--- src/rtl/lcd_bus_tx.sv ---
// lcd_bus_tx: 8080-style parallel LCD bus initiator.
// Runs a panel hardware reset sequence, then emits one wr strobe per word
// taken over a valid/ready handshake, with parameterised setup, strobe-low
// and strobe-high times. All bus pins are driven straight from registers.
// Optional feature macro: LCD_TX_BURST_EN -- keeps cs_n low across a burst
// of words terminated by i_last; when undefined i_last is ignored.
module lcd_bus_tx #(
    parameter int T_SU         = 2,
    parameter int T_WRL        = 4,
    parameter int T_WRH        = 4,
    parameter int RST_LO_CYC   = 1250,
    parameter int RST_WAIT_CYC = 12500
) (
    input  logic        i_clk,
    input  logic        i_rst,
    input  logic        i_valid,
    output logic        o_ready,
    input  logic        i_rs,
    input  logic [15:0] i_data,
    input  logic        i_last,
    input  logic        i_lcd_reset_req,
    output logic        o_busy,
    output logic        o_lcd_wr,
    output logic        o_lcd_rs,
    output logic        o_lcd_cs_n,
    output logic        o_lcd_rst_n,
    output logic [15:0] o_lcd_data
);

    function automatic int max2(input int a, input int b);
        return (a > b) ? a : b;
    endfunction

    // One shared down-counter wide enough for the longest interval.
    localparam int MAX_P = max2(max2(max2(T_SU, T_WRL), max2(T_WRH, RST_LO_CYC)), RST_WAIT_CYC);
    localparam int CNT_W = $clog2(MAX_P) + 1;

    localparam logic [CNT_W-1:0] CNT_ZERO = {CNT_W{1'b0}};
    localparam logic [CNT_W-1:0] CNT_ONE  = {{(CNT_W-1){1'b0}}, 1'b1};
    localparam logic [CNT_W-1:0] LD_SU    = CNT_W'(T_SU - 1);
    localparam logic [CNT_W-1:0] LD_WRL   = CNT_W'(T_WRL - 1);
    localparam logic [CNT_W-1:0] LD_WRH   = CNT_W'(T_WRH - 1);
    localparam logic [CNT_W-1:0] LD_RLO   = CNT_W'(RST_LO_CYC - 1);
    localparam logic [CNT_W-1:0] LD_RWAIT = CNT_W'(RST_WAIT_CYC - 1);

    typedef enum logic [2:0] {
        ST_RST_LO   = 3'd0,
        ST_RST_WAIT = 3'd1,
        ST_IDLE     = 3'd2,
        ST_SETUP    = 3'd3,
        ST_WR_LO    = 3'd4,
        ST_WR_HI    = 3'd5
`ifdef LCD_TX_BURST_EN
        , ST_HOLD   = 3'd6
`endif
    } state_t;

    state_t           state_r;
    logic [CNT_W-1:0] cnt_r;
    logic             rst_req_r;
    logic             ready_r;
    logic             busy_r;
    logic             wr_r;
    logic             rs_r;
    logic             cs_n_r;
    logic             lcd_rst_n_r;
    logic [15:0]      data_r;
    logic             accept_s;
    logic             burst_ok_s;

    // A reset request in the same cycle wins over a word offer.
    assign accept_s = i_valid & ready_r & ~i_lcd_reset_req;

`ifdef LCD_TX_BURST_EN
    logic last_r;
    // Burst continues only when the word was not last and no reset is pending.
    assign burst_ok_s = ~last_r & ~rst_req_r & ~i_lcd_reset_req;
`else
    logic unused_last_s;
    assign burst_ok_s    = 1'b0;
    assign unused_last_s = i_last;
`endif

    // Bus sequencer: reset sequence, per-word strobe timing and registered bus pins.
    always_ff @(posedge i_clk or posedge i_rst) begin
        if (i_rst) begin
            state_r     <= ST_RST_LO;
            cnt_r       <= LD_RLO;
            rst_req_r   <= 1'b0;
            ready_r     <= 1'b0;
            busy_r      <= 1'b1;
            wr_r        <= 1'b1;
            rs_r        <= 1'b0;
            cs_n_r      <= 1'b1;
            lcd_rst_n_r <= 1'b0;
            data_r      <= 16'h0000;
`ifdef LCD_TX_BURST_EN
            last_r      <= 1'b1;
`endif
        end else begin
            // Word fields land on the bus only on an accepted handshake.
            if (accept_s) begin
                rs_r   <= i_rs;
                data_r <= i_data;
            end
`ifdef LCD_TX_BURST_EN
            if (accept_s) begin
                last_r <= i_last;
            end
`endif
            // Sticky request; every branch entering RST_LO clears it again.
            if (i_lcd_reset_req) begin
                rst_req_r <= 1'b1;
            end

            case (state_r)
                ST_RST_LO: begin
                    if (cnt_r == CNT_ZERO) begin
                        state_r     <= ST_RST_WAIT;
                        cnt_r       <= LD_RWAIT;
                        lcd_rst_n_r <= 1'b1;
                    end else begin
                        cnt_r <= cnt_r - CNT_ONE;
                    end
                end

                ST_RST_WAIT: begin
                    if (cnt_r != CNT_ZERO) begin
                        cnt_r <= cnt_r - CNT_ONE;
                    end else if (rst_req_r || i_lcd_reset_req) begin
                        state_r     <= ST_RST_LO;
                        cnt_r       <= LD_RLO;
                        lcd_rst_n_r <= 1'b0;
                        rst_req_r   <= 1'b0;
                    end else begin
                        state_r <= ST_IDLE;
                        ready_r <= 1'b1;
                        busy_r  <= 1'b0;
                    end
                end

                ST_IDLE: begin
                    if (i_lcd_reset_req) begin
                        state_r     <= ST_RST_LO;
                        cnt_r       <= LD_RLO;
                        lcd_rst_n_r <= 1'b0;
                        ready_r     <= 1'b0;
                        busy_r      <= 1'b1;
                        rst_req_r   <= 1'b0;
                    end else if (accept_s) begin
                        state_r <= ST_SETUP;
                        cnt_r   <= LD_SU;
                        cs_n_r  <= 1'b0;
                        ready_r <= 1'b0;
                        busy_r  <= 1'b1;
                    end else begin
                        ready_r <= 1'b1;
                    end
                end

                ST_SETUP: begin
                    if (cnt_r == CNT_ZERO) begin
                        state_r <= ST_WR_LO;
                        cnt_r   <= LD_WRL;
                        wr_r    <= 1'b0;
                    end else begin
                        cnt_r <= cnt_r - CNT_ONE;
                    end
                end

                ST_WR_LO: begin
                    if (cnt_r == CNT_ZERO) begin
                        state_r <= ST_WR_HI;
                        cnt_r   <= LD_WRH;
                        wr_r    <= 1'b1;
                        // With a one-cycle high phase the next burst word is offered at once.
                        ready_r <= (T_WRH == 1) ? burst_ok_s : 1'b0;
                    end else begin
                        cnt_r <= cnt_r - CNT_ONE;
                    end
                end

                ST_WR_HI: begin
                    if (cnt_r != CNT_ZERO) begin
                        cnt_r <= cnt_r - CNT_ONE;
                        // Open ready in the final high cycle so a burst keeps its cadence.
                        if (cnt_r == CNT_ONE) begin
                            ready_r <= burst_ok_s;
                        end else begin
                            ready_r <= 1'b0;
                        end
                    end else if (rst_req_r || i_lcd_reset_req) begin
                        state_r     <= ST_RST_LO;
                        cnt_r       <= LD_RLO;
                        lcd_rst_n_r <= 1'b0;
                        cs_n_r      <= 1'b1;
                        ready_r     <= 1'b0;
                        busy_r      <= 1'b1;
                        rst_req_r   <= 1'b0;
`ifdef LCD_TX_BURST_EN
                    end else if (!last_r) begin
                        if (accept_s) begin
                            state_r <= ST_SETUP;
                            cnt_r   <= LD_SU;
                            ready_r <= 1'b0;
                        end else begin
                            state_r <= ST_HOLD;
                            ready_r <= 1'b1;
                        end
`endif
                    end else begin
                        state_r <= ST_IDLE;
                        cs_n_r  <= 1'b1;
                        ready_r <= 1'b1;
                        busy_r  <= 1'b0;
                    end
                end

`ifdef LCD_TX_BURST_EN
                ST_HOLD: begin
                    if (i_lcd_reset_req) begin
                        state_r     <= ST_RST_LO;
                        cnt_r       <= LD_RLO;
                        lcd_rst_n_r <= 1'b0;
                        cs_n_r      <= 1'b1;
                        ready_r     <= 1'b0;
                        rst_req_r   <= 1'b0;
                    end else if (accept_s) begin
                        state_r <= ST_SETUP;
                        cnt_r   <= LD_SU;
                        ready_r <= 1'b0;
                    end else begin
                        ready_r <= 1'b1;
                    end
                end
`endif

                default: begin
                    state_r     <= ST_RST_LO;
                    cnt_r       <= LD_RLO;
                    lcd_rst_n_r <= 1'b0;
                    cs_n_r      <= 1'b1;
                    wr_r        <= 1'b1;
                    ready_r     <= 1'b0;
                    busy_r      <= 1'b1;
                    rst_req_r   <= 1'b0;
                end
            endcase
        end
    end

    assign o_ready     = ready_r;
    assign o_busy      = busy_r;
    assign o_lcd_wr    = wr_r;
    assign o_lcd_rs    = rs_r;
    assign o_lcd_cs_n  = cs_n_r;
    assign o_lcd_rst_n = lcd_rst_n_r;
    assign o_lcd_data  = data_r;

endmodule
--- config.mk ---
export PLATFORM = sky130hd
export DESIGN_NAME = lcd_bus_tx
export DESIGN_NICKNAME = d
export VERILOG_FILES = /design/src/rtl/lcd_bus_tx.sv
export SDC_FILE = /design/constraint.sdc
export NUM_CORES = 1
export LEC_CHECK = 0
export BUFFER_PORTS_ARGS = -buffer_cell sky130_fd_sc_hd__buf_2
export CAP_MARGIN = 0
export CORE_ASPECT_RATIO = 0.5
export CORE_MARGIN = 2
export CORE_UTILIZATION = 35
export DETAILED_ROUTE_END_ITERATION = 6
export HOLD_SLACK_MARGIN = 0.12
export SETUP_SLACK_MARGIN = 0.2
export SYNTH_ARGS = -nofsm -noshare
export SYNTH_HDL_FRONTEND = slang
export SYNTH_SLANG_ARGS = --single-unit
--- constraint.sdc ---
create_clock -name i_clk -period 2.28 [get_ports i_clk]
set_input_delay 0.456 -clock i_clk [delete_from_list [all_inputs] [get_ports i_clk]]
set_output_delay 0.456 -clock i_clk [all_outputs]
set_load 0.005 [all_outputs]
==> results of run 1 <==
timing repair:
item / CTS / global route
setup endpoints to repair: 0 / 19
buffers inserted: 0 / 1
endpoints found under the hold margin: 0 / 0
resized for setup: 0 / 4
metal layers:
layer	up-vias	wire length [microns]	track usage (%)
li1	912	-	-
met1	927	2503	21.53
met2	46	2561	27.09
met3	2	218	3.097
met4	0	23	3.697
met5	-	0	0
metrics by stage:
stage	utilization, %	hold slack [ns]	instances	total power, uW
after floorplan	-	0.4732	225	787.8
after global placement	41.66	0.4816	350	822.8
after detailed placement	41.66	0.4917	350	824.7
after CTS	44.49	0.3221	358	1651
final	45.04	0.2990	359	1632
after global routing	45.04	0.3487	359	1693
cell families after synthesis:
group | Yosys count | synth area share (%)
multiplexers | 18 | 9.019
adder cells (fa/ha/maj) | 2 | 1.120
flip-flops | 41 | 46.39
AND/OR/NAND/NOR | 83 | 21.01
AO/OA/AOI/OAI | 61 | 17.65
XOR/XNOR | 2 | 0.7845
buffers and inverters | 18 | 4.033
cell type report:
| cell class | count | area [sq um] |
|---|---|---|
| tap | 88 | 110.1 |
| clock inverter | 1 | 30.03 |
| clock buffer | 7 | 142.6 |
| sequential | 41 | 1036 |
| inverter | 8 | 30.03 |
| timing repair buffer | 48 | 267.8 |
| multi-input combinational | 166 | 1134 |
| fill | 575 | 3356 |
worst max-delay path: cells and delay by family (launching register included):
family | cells | cell delay [ns]
and+or+nand+nor | 3 | 0.86
DFF | 1 | 0.38
AOI/OAI and AO/OA | 2 | 0.36
adders and majority gates | 1 | 0.21
buffers and inverters | 1 | 0.09
power by group:
group | leakage, uW | switching (uW) | internal (uW)
Combinational | 0.000710 | 43.3 | 28.3
Sequential | 0.000500 | 4.62 | 735
Clock | 0.0000841 | 274 | 547
placed cells by master, fill, tap and decap left out, types with 4 or more instances in the layout:
| cell type | n |
|---|---|
| nor2_1 | 12 |
| buf_2 | 42 |
| a21oi_1 | 16 |
| inv_1 | 8 |
| buf_4 | 5 |
| o21ai_1 | 4 |
| dfstp_2 | 8 |
| nand4_1 | 8 |
| mux2_2 | 17 |
| nand2_1 | 21 |
| o21ai_0 | 14 |
| nand3_1 | 8 |
| dfrtp_1 | 33 |
| clkbuf_16 | 5 |
sequential cells by signal, summed over array words and instances (netlist names):
signal,cells
state_r,3
rst_req_r,1
o_ready,1
o_busy,1
o_lcd_data,16
o_lcd_rs,1
cnt_r,15
o_lcd_rst_n,1
o_lcd_cs_n,1
o_lcd_wr,1
path summary, 6_finish.rpt:
kind	to	slack (ns)	cells after the start
setup / recovery	cnt_r[13]$_DFFE_PP0P_	0.26	7
hold / removal	cnt_r[14]$_DFFE_PP0P_	0.30	3
setup reg to reg	cnt_r[13]$_DFFE_PP0P_	0.26	7
hold reg to reg	o_lcd_data[11]$_DFFE_PP0P_	0.50	1
max in group asynchronous	cnt_r[0]$_DFFE_PP1P_	1.61	3
min in group i_clk	o_lcd_data[3]$_DFFE_PP0P_	0.41	2
==> summary.txt, run 1 <==
Synthesis
  • Syn avg cell area: 9.926 sq um
  • Netlist cell types: 54
  • Asr flop ratio synth: 100.0%
  • Synth top area share: 36.97%
  • Register area share after synthesis: 46.39%
  • Dominant synthesized flop cell: dfrtp_1
  • Top post-synthesis cells by count: 33 x dfrtp_1, 21 x nand2_1, 17 x mux2_2
  • Post-synthesis cell count: 225
  • #FFs+latches synth: 41
  • Top-count cell post-synth: dfrtp_1
  • Leading area contributor after synthesis: dfrtp_1
  • Synthesized Nets: 249
  • Post-synth EDFFs: 0
  • Synthesized area: 0.002233 sq mm
  • YS warnings: 0
  • Dominant cells by area after synthesis: dfrtp_1 37%, dfstp_2 9.4%, mux2_2 8.6%

GRT
  • Total congestion overflow: 0
  • Gr usage total: 15.92%
  • Initial antenna violation count: 0
  • Largest net degree at the start of global routing: 42
  • First-pass GRT wire length: 8694 microns
  • Vias in the first global route: 1,799

Die
  • Num ports: 44
  • Die area: 0.007075 sq mm
  • Die span in x: 117.0 microns
  • # rows: 20
  • Core area: 0.006106 sq mm
  • Die Y-Extent: 60.49 microns
  • Initial Utilization: 36.58%

Detailed routing
  • Via density: 5.256
  • Routed length per instance: 14.78 microns
  • Residual DRC count: 0
  • DRT iter0 DRCs: 116
  • Via count: 1,887
  • Post-route ant nets: 0
  • DRT Wirelength: 5307 microns
  • 1st-pass router iterations: 4

Clock tree
  • Cts hold-fix bufs: 0
  • Clk_lat worst skew: 0.28 ns
  • TritonCTS Buffers: 5
  • Sink Count: 41
  • Root buffer cell: clkbuf_16
  • CTS tree: done
  • Clock transition at path regs: 0.06 ns
  • CTS max path bufs: 2
  • Htree depth: 2

Setup path
  • Critical-path cell list: inv_1, ha_1, or4b_1, nor3_2, a21oi_1, o211ai_1, nand3_1
  • Startpoint Class: register
  • CP arrival: 2.18 ns
  • CP max-delay cell: or4b_1
  • Critical Path RT: 2.44 ns
  • Reg-to-reg startpoint: cnt_r[1]$_DFFE_PP0P_
  • Crit path kind: register to register
  • CP Capture Type: register
  • Worst stage delay on the critical path: 0.56 ns
  • Critical Path Fanout Max: 4
  • Crit path from: cnt_r[1]$_DFFE_PP0P_

STA
  • Worst-Margin Slew: 0.5353 ns
  • Pins Over Slew Limit: 0
  • Fin crit period: 2.019 ns
  • Tcrit/Tclk final: 88.56%
  • Relative slew slack: 63.99%
  • Final hold vios: 0
  • Fin Setup TNS: 0 ns
  • Setup violators final: 0
  • Post-route setup slack: 0.2608 ns
  • Fmax: 0.4952 GHz
  • RSZ-0062 raised after global routing: true
  • Setup Skew: 0.008323 ns

Place
  • Final RePlAce weighted congestion: 0.8839
  • Worst slack at placement: 0.2546 ns
  • IO buf count: 42
  • Post-DP Area: 0.002544 sq mm
  • Detailed placer's ending HPWL: 3709 microns

Power
  • PwrDens: 593.5 mW/mm^2
  • Peak VDD IR: 0.0004510 V
  • Leakage: 0.001294 uW

Layout
  • Post-route cell area: 0.002750 sq mm
  • Final Net Count: 294
  • Area growth from synthesis to layout: 23.14%
  • Share of layout cells above drive strength 1: 35.79%
  • N_diodes: 0

Run status
  • Outcome: finished clean

Min path
  • Worst min path class: input pin to async pin

Job
  • Max-cap check violation count: 0
(Power assumes the default switching activity.)
==> run 2, diff against run 1 <==
Settings changed: REMOVE_ABC_BUFFERS set to 1.
==> summary.txt, run 2 (same netlist as run 1, synthesis figures left out) <==
Clock tree
  • Htree depth: 2 (unchanged)
  • Clk_lat worst skew: 0.28 ns (about the same)
  • CTS tree: done (unchanged)
  • Clock transition at path regs: 0.06 ns (about the same)
  • Root buffer cell: clkbuf_16 (unchanged)
  • Sink Count: 41 (unchanged)
  • TritonCTS Buffers: 5 (unchanged)
  • CTS max path bufs: 2 (unchanged)
  • Cts hold-fix bufs: 0 (unchanged)

Place
  • Final RePlAce weighted congestion: 0.8765 (was 0.8839)
  • IO buf count: 42 (unchanged)
  • Detailed placer's ending HPWL: 3641 microns (was 3709 microns)
  • Post-DP Area: 0.002554 sq mm (was 0.002544 sq mm)

Detailed routing
  • Via count: 1,916 (was 1,887)
  • Post-route ant nets: 0 (unchanged)
  • Routed length per instance: 14.18 microns (was 14.78 microns)
  • DRT Wirelength: 5175 microns (was 5307 microns)
  • Via density: 5.249 (was 5.256)
  • 1st-pass router iterations: 5 (was 4)
  • DRT iter0 DRCs: 106 (was 116)
  • Residual DRC count: 0 (unchanged)

STA
  • Final hold vios: 0 (unchanged)
  • Fin Setup TNS: 0 ns (unchanged)
  • Setup violators final: 0 (unchanged)
  • Pins Over Slew Limit: 0 (unchanged)
  • Fmax: 0.5047 GHz (was 0.4952 GHz)
  • Worst-Margin Slew: 0.5417 ns (was 0.5353 ns)
  • Tcrit/Tclk final: 86.91% (was 88.56%)
  • RSZ-0062 raised after global routing: false (was true)
  • Setup Skew: 0.004246 ns (was 0.008323 ns)
  • Fin crit period: 1.981 ns (was 2.019 ns)
  • Relative slew slack: 63.89% (was 63.99%)

Min path
  • Worst min path class: input pin to async pin (unchanged)

Power
  • PwrDens: 536.5 mW/mm^2 (was 593.5 mW/mm^2)
  • NetSw: 322.8 uW (was 321.9 uW)
  • Seq pwr share: 49.8% (was 45.3%)
  • Peak VDD IR: 0.0002993 V (was 0.0004510 V)
  • Switching share of total power: 21.69% (was 19.72%)
  • Leakage: 0.001301 uW (was 0.001294 uW)
  • Gate power share: 4.7% (was 4.4%)
  • Clock network power share: 45.5% (was 50.3%)
  • Internal: 1165 uW (was 1310 uW)

Setup path
  • Startpoint Class: register (unchanged)
  • Critical Path RT: 2.49 ns (was 2.44 ns)
  • Critical Path Fanout Max: 5 (was 4)
  • Slack of the worst reg-to-reg path: 0.30 ns (was 0.26 ns)
  • Crit path kind: register to register (unchanged)
  • Reg2reg end: cnt_r[11]$_DFFE_PP0P_ (was cnt_r[13]$_DFFE_PP0P_)
  • Reg-to-reg startpoint: cnt_r[0]$_DFFE_PP1P_ (was cnt_r[1]$_DFFE_PP0P_)
  • CP arrival: 2.19 ns (was 2.18 ns)
  • CP Capture Type: register (unchanged)
  • R2R cell count: 9 (was 7)

Layout
  • Area growth from synthesis to layout: 24.20% (was 23.14%)
  • Max reg flops: 16 (unchanged)
  • N_diodes: 0 (unchanged)
  • Leading cell type in the layout, fill and taps excluded: buf_2 (unchanged)
  • Number of fill cells: 605 (was 575)
  • Commonest non-fill, non-tap cells in the layout: 42 x buf_2, 33 x dfrtp_1, 21 x nand2_1 (unchanged)
  • Multi-input gate area: 0.001155 sq mm (was 0.001134 sq mm)
  • Post-route cell area: 0.002774 sq mm (was 0.002750 sq mm)
  • Area occupied by registers: 0.001036 sq mm (unchanged)
  • Final Net Count: 300 (was 294)
  • Share of layout cells above drive strength 1: 38.27% (was 35.79%)

GRT
  • Initial antenna violation count: 0 (unchanged)
  • Vias in the first global route: 1,759 (was 1,799)
  • First-pass GRT wire length: 8604 microns (was 8694 microns)
  • Total congestion overflow: 0 (unchanged)
  • Gr usage total: 15.89% (was 15.92%)
  • Largest net degree at the start of global routing: 42 (unchanged)

Die
  • Core area: 0.006106 sq mm (unchanged)
  • Die Y-Extent: 60.49 microns (unchanged)
  • Initial Utilization: 36.58% (unchanged)
  • Die span in x: 117.0 microns (unchanged)
  • Num ports: 44 (unchanged)
  • # rows: 20 (unchanged)
  • Die area: 0.007075 sq mm (unchanged)

Run status
  • Outcome: finished clean (unchanged)

Job
  • Max-cap check violation count: 0 (unchanged)
==> run 2: cell count changes in the layout (fill, tap and decap cells not counted), sizes merged <==
cell and delta:
buf +6, clkinv +2, bufinv -1, clkbuf -1
==> run 2: what timing repair did <==
item	4_1_cts	5_1_grt
gates resized for setup	1	9
gates cloned	0	0
endpoints found under the setup margin	13	18
pin swaps	0	3
setup buffers	0	4
==> run 2: power groups by stage <==
| stage | Clock, uW | Combinational, uW | Sequential [uW] |
|---|---|---|---|
| 4_1_cts | 695 | 72.2 | 741 |
| 5_1_grt | 735 | 79.3 | 740 |
| 2_1_floorplan | 0 | 29.1 | 757 |
| 6_report | 677 | 70.6 | 741 |
| 3_5_place_dp | 0 | 71.9 | 753 |
| 3_3_place_gp | 0 | 69.6 | 752 |
==> run 2: cell type report <==
cell class / instances / share of cell area [%]
clock buffer: 6 / 4.646
timing repair buffer: 54 / 10.96
multi-input combinational: 166 / 41.63
sequential: 41 / 37.35
inverter: 8 / 1.083
tap: 88 / 3.969
clock inverter: 2 / 0.3608
==> run 2: stage by stage <==
step | worst slack, ns | hold slack [ns] | util [%] | power [uW] | instances
finish | 0.2986 | 0.2880 | 45.43 | 1488 | 365
floorplan | 0.2133 | 0.4732 | - | 786.1 | 215
CTS | 0.2136 | 0.3138 | 44.24 | 1508 | 361
detailed placement | 0.1230 | 0.4868 | 41.82 | 825.0 | 353
global route | 0.1728 | 0.3381 | 45.43 | 1555 | 365
global placement | 0.1888 | 0.4829 | 41.82 | 821.7 | 353
==> run 2: per-layer routing <==
metal  GRT usage [%]  vias up  part of all wire (%)
met5               0        -                     0
met4           6.387        0                   1.3
met3           4.396        6                   6.8
met2           23.86       67                    46
met1           22.03      921                    46
li1                -      922                     -
==> run 2: worst max-delay path by stage <==
stage / from / endpoint / cells past startpoint
after floorplan: cnt_r[1]$_DFFE_PP0P_ / cnt_r[7]$_DFFE_PP1P_ / 7
after global placement: cnt_r[1]$_DFFE_PP0P_ / cnt_r[6]$_DFFE_PP1P_ / 8
after detailed placement: cnt_r[1]$_DFFE_PP0P_ / cnt_r[6]$_DFFE_PP1P_ / 8
after CTS: cnt_r[1]$_DFFE_PP0P_ / cnt_r[6]$_DFFE_PP1P_ / 8
after global routing: cnt_r[0]$_DFFE_PP1P_ / cnt_r[11]$_DFFE_PP0P_ / 9
final: cnt_r[0]$_DFFE_PP1P_ / cnt_r[11]$_DFFE_PP0P_ / 9
==> run 2: critical path: stages, from the launching register on <==
cell	delay (ns)
dfstp_2	0.38
inv_1	0.12
ha_4	0.16
nor4b_4	0.28
nand4_1	0.29
buf_4	0.24
o21ai_4	0.15
buf_4	0.16
nand2_1	0.05
o21ai_1	0.07
==> run 3, diff against run 2 <==
Settings changed: PLACE_DENSITY_LB_ADDON set to 0.12.
==> summary.txt, run 3 (same netlist as run 1, synthesis figures left out) <==
Power
  • Leakage: 0.001284 uW (was 0.001301 uW)
  • PwrDens: 555.1 mW/mm^2 (was 536.5 mW/mm^2)
  • Peak VDD IR: 0.0002539 V (was 0.0002993 V)

STA
  • Relative slew slack: 63.16% (was 63.89%)
  • Fin Setup TNS: 0 ns (unchanged)
  • Tcrit/Tclk final: 87.75% (was 86.91%)
  • Setup Skew: 0.003658 ns (was 0.004246 ns)
  • Setup violators final: 0 (unchanged)
  • Worst-Margin Slew: 0.5526 ns (was 0.5417 ns)
  • Fin crit period: 2.001 ns (was 1.981 ns)
  • RSZ-0062 raised after global routing: true (was false)
  • Fmax: 0.4998 GHz (was 0.5047 GHz)
  • Pins Over Slew Limit: 0 (unchanged)
  • Worst hold slack: 0.2869 ns (was 0.2880 ns)
  • Final hold vios: 0 (unchanged)

GRT
  • Gr usage total: 16.56% (was 15.89%)
  • Total congestion overflow: 0 (unchanged)
  • First-pass GRT wire length: 9114 microns (was 8604 microns)
  • Vias in the first global route: 1,883 (was 1,759)
  • Largest net degree at the start of global routing: 42 (unchanged)
  • Initial antenna violation count: 0 (unchanged)

Die
  • Die span in x: 117.0 microns (unchanged)
  • # rows: 20 (unchanged)
  • Die Y-Extent: 60.49 microns (unchanged)
  • Num ports: 44 (unchanged)
  • Initial Utilization: 36.58% (unchanged)
  • Core area: 0.006106 sq mm (unchanged)
  • Die area: 0.007075 sq mm (unchanged)

Layout
  • Max reg flops: 16 (unchanged)
  • N_diodes: 0 (unchanged)
  • Area growth from synthesis to layout: 22.24% (was 24.20%)
  • Commonest non-fill, non-tap cells in the layout: 42 x buf_2, 33 x dfrtp_1, 21 x nand2_1 (unchanged)
  • Leading cell type in the layout, fill and taps excluded: buf_2 (unchanged)
  • Share of layout cells above drive strength 1: 37.00% (was 38.27%)
  • Post-route cell area: 0.002730 sq mm (was 0.002774 sq mm)
  • Number of fill cells: 606 (was 605)
  • Post-layout util: 44.71% (was 45.43%)
  • Final Net Count: 296 (was 300)

Clock tree
  • Root buffer cell: clkbuf_16 (unchanged)
  • TritonCTS Buffers: 5 (unchanged)
  • CTS tree: done (unchanged)
  • Clock transition at path regs: 0.06 ns (about the same)
  • Clk_lat worst skew: 0.28 ns (about the same)
  • Setup Fix Bufs, Post-CTS: 0 (unchanged)
  • CTS max path bufs: 2 (unchanged)
  • Sink Count: 41 (unchanged)
  • Htree depth: 2 (unchanged)

Detailed routing
  • 1st-pass router iterations: 4 (was 5)
  • Routed length per instance: 14.50 microns (was 14.18 microns)
  • Residual DRC count: 0 (unchanged)
  • Post-route ant nets: 0 (unchanged)
  • Via count: 1,888 (was 1,916)
  • Via density: 5.230 (was 5.249)
  • DRT iter0 DRCs: 62 (was 106)
  • DRT Wirelength: 5235 microns (was 5175 microns)

Place
  • Detailed placer's ending HPWL: 3730 microns (was 3641 microns)
  • Post-DP Area: 0.002554 sq mm (unchanged)
  • IO buf count: 42 (unchanged)
  • Final RePlAce weighted congestion: 0.7708 (was 0.8765)

Min path
  • Worst min path class: input pin to async pin (unchanged)

Setup path
  • CP Capture Type: register (unchanged)
  • CP arrival: 2.21 ns (was 2.19 ns)
  • Critical Path RT: 2.49 ns (about the same)
  • Critical Path Fanout Max: 7 (was 5)
  • Crit path kind: register to register (unchanged)
  • Startpoint Class: register (unchanged)

Run status
  • Outcome: finished clean (unchanged)

Job
  • Max-cap check violation count: 0 (unchanged)
==> run 3: report_power, final <==
part | total, uW | switching, uW | internal [uW]
Clock | 706 | 298 | 407
Sequential | 740 | 4.57 | 735
Combinational | 70.4 | 42.1 | 28.3
Total | 1520 | 345 | 1170
==> run 3: metrics by stage <==
stage	setup WS [ns]	std cells	total power [uW]
finish	0.2793	361	1516
floorplan	0.2133	215	786.1
CTS	0.2371	361	1535
global placement	0.1839	353	822.5
detailed placement	0.1548	353	824.6
global route	0.1404	361	1584
==> run 3: worst paths after layout <==
| check | startpoint | endpoint | slack (ns) | depth (start not counted) |
|---|---|---|---|---|
| worst max register to register | cnt_r[1]$_DFFE_PP0P_ | cnt_r[6]$_DFFE_PP1P_ | 0.28 | 8 |
| worst min-delay path | i_rst | o_lcd_data[9]$_DFFE_PP0P_ | 0.29 | 3 |
| max in group asynchronous | i_rst | cnt_r[0]$_DFFE_PP1P_ | 1.61 | 3 |
| worst max-delay path | cnt_r[1]$_DFFE_PP0P_ | cnt_r[6]$_DFFE_PP1P_ | 0.28 | 8 |
| min in group i_clk | i_data[13] | o_lcd_data[13]$_DFFE_PP0P_ | 0.40 | 2 |
| worst min register to register | o_lcd_data[0]$_DFFE_PP0P_ | o_lcd_data[0]$_DFFE_PP0P_ | 0.50 | 1 |
==> run 3: timing repair <==
item,CTS,global route
endpoints found under the setup margin,3,20
hold buffers,0,0
pin swaps,0,0
gates resized for setup,1,6
==> run 3: worst max-delay path, cell delays in order, from the launching register on <==
cell and delay, ns:
dfrtp_1 0.38, inv_1 0.10, ha_1 0.22, nor4b_4 0.28, nand4_1 0.24, buf_4 0.22
o21ai_4 0.26, a31oi_1 0.07, a2bb2oi_1 0.15
==> run 3: area by class of cell <==
cell class / count / area, sq um / area share (%)
tap: 88 / 110.1 / 4.033
sequential: 41 / 1036 / 37.95
clock inverter: 3 / 21.27 / 0.7791
clock buffer: 5 / 125.1 / 4.583
multi-input combinational: 166 / 1134 / 41.52
timing repair buffer: 50 / 274.0 / 10.04
inverter: 8 / 30.03 / 1.100
==> run 3: layer usage <==
layer	track usage [%]	wire (microns)
met1	21.83	2589
met2	27.33	2302
met3	5.095	300
met4	3.866	43
met5	0	0
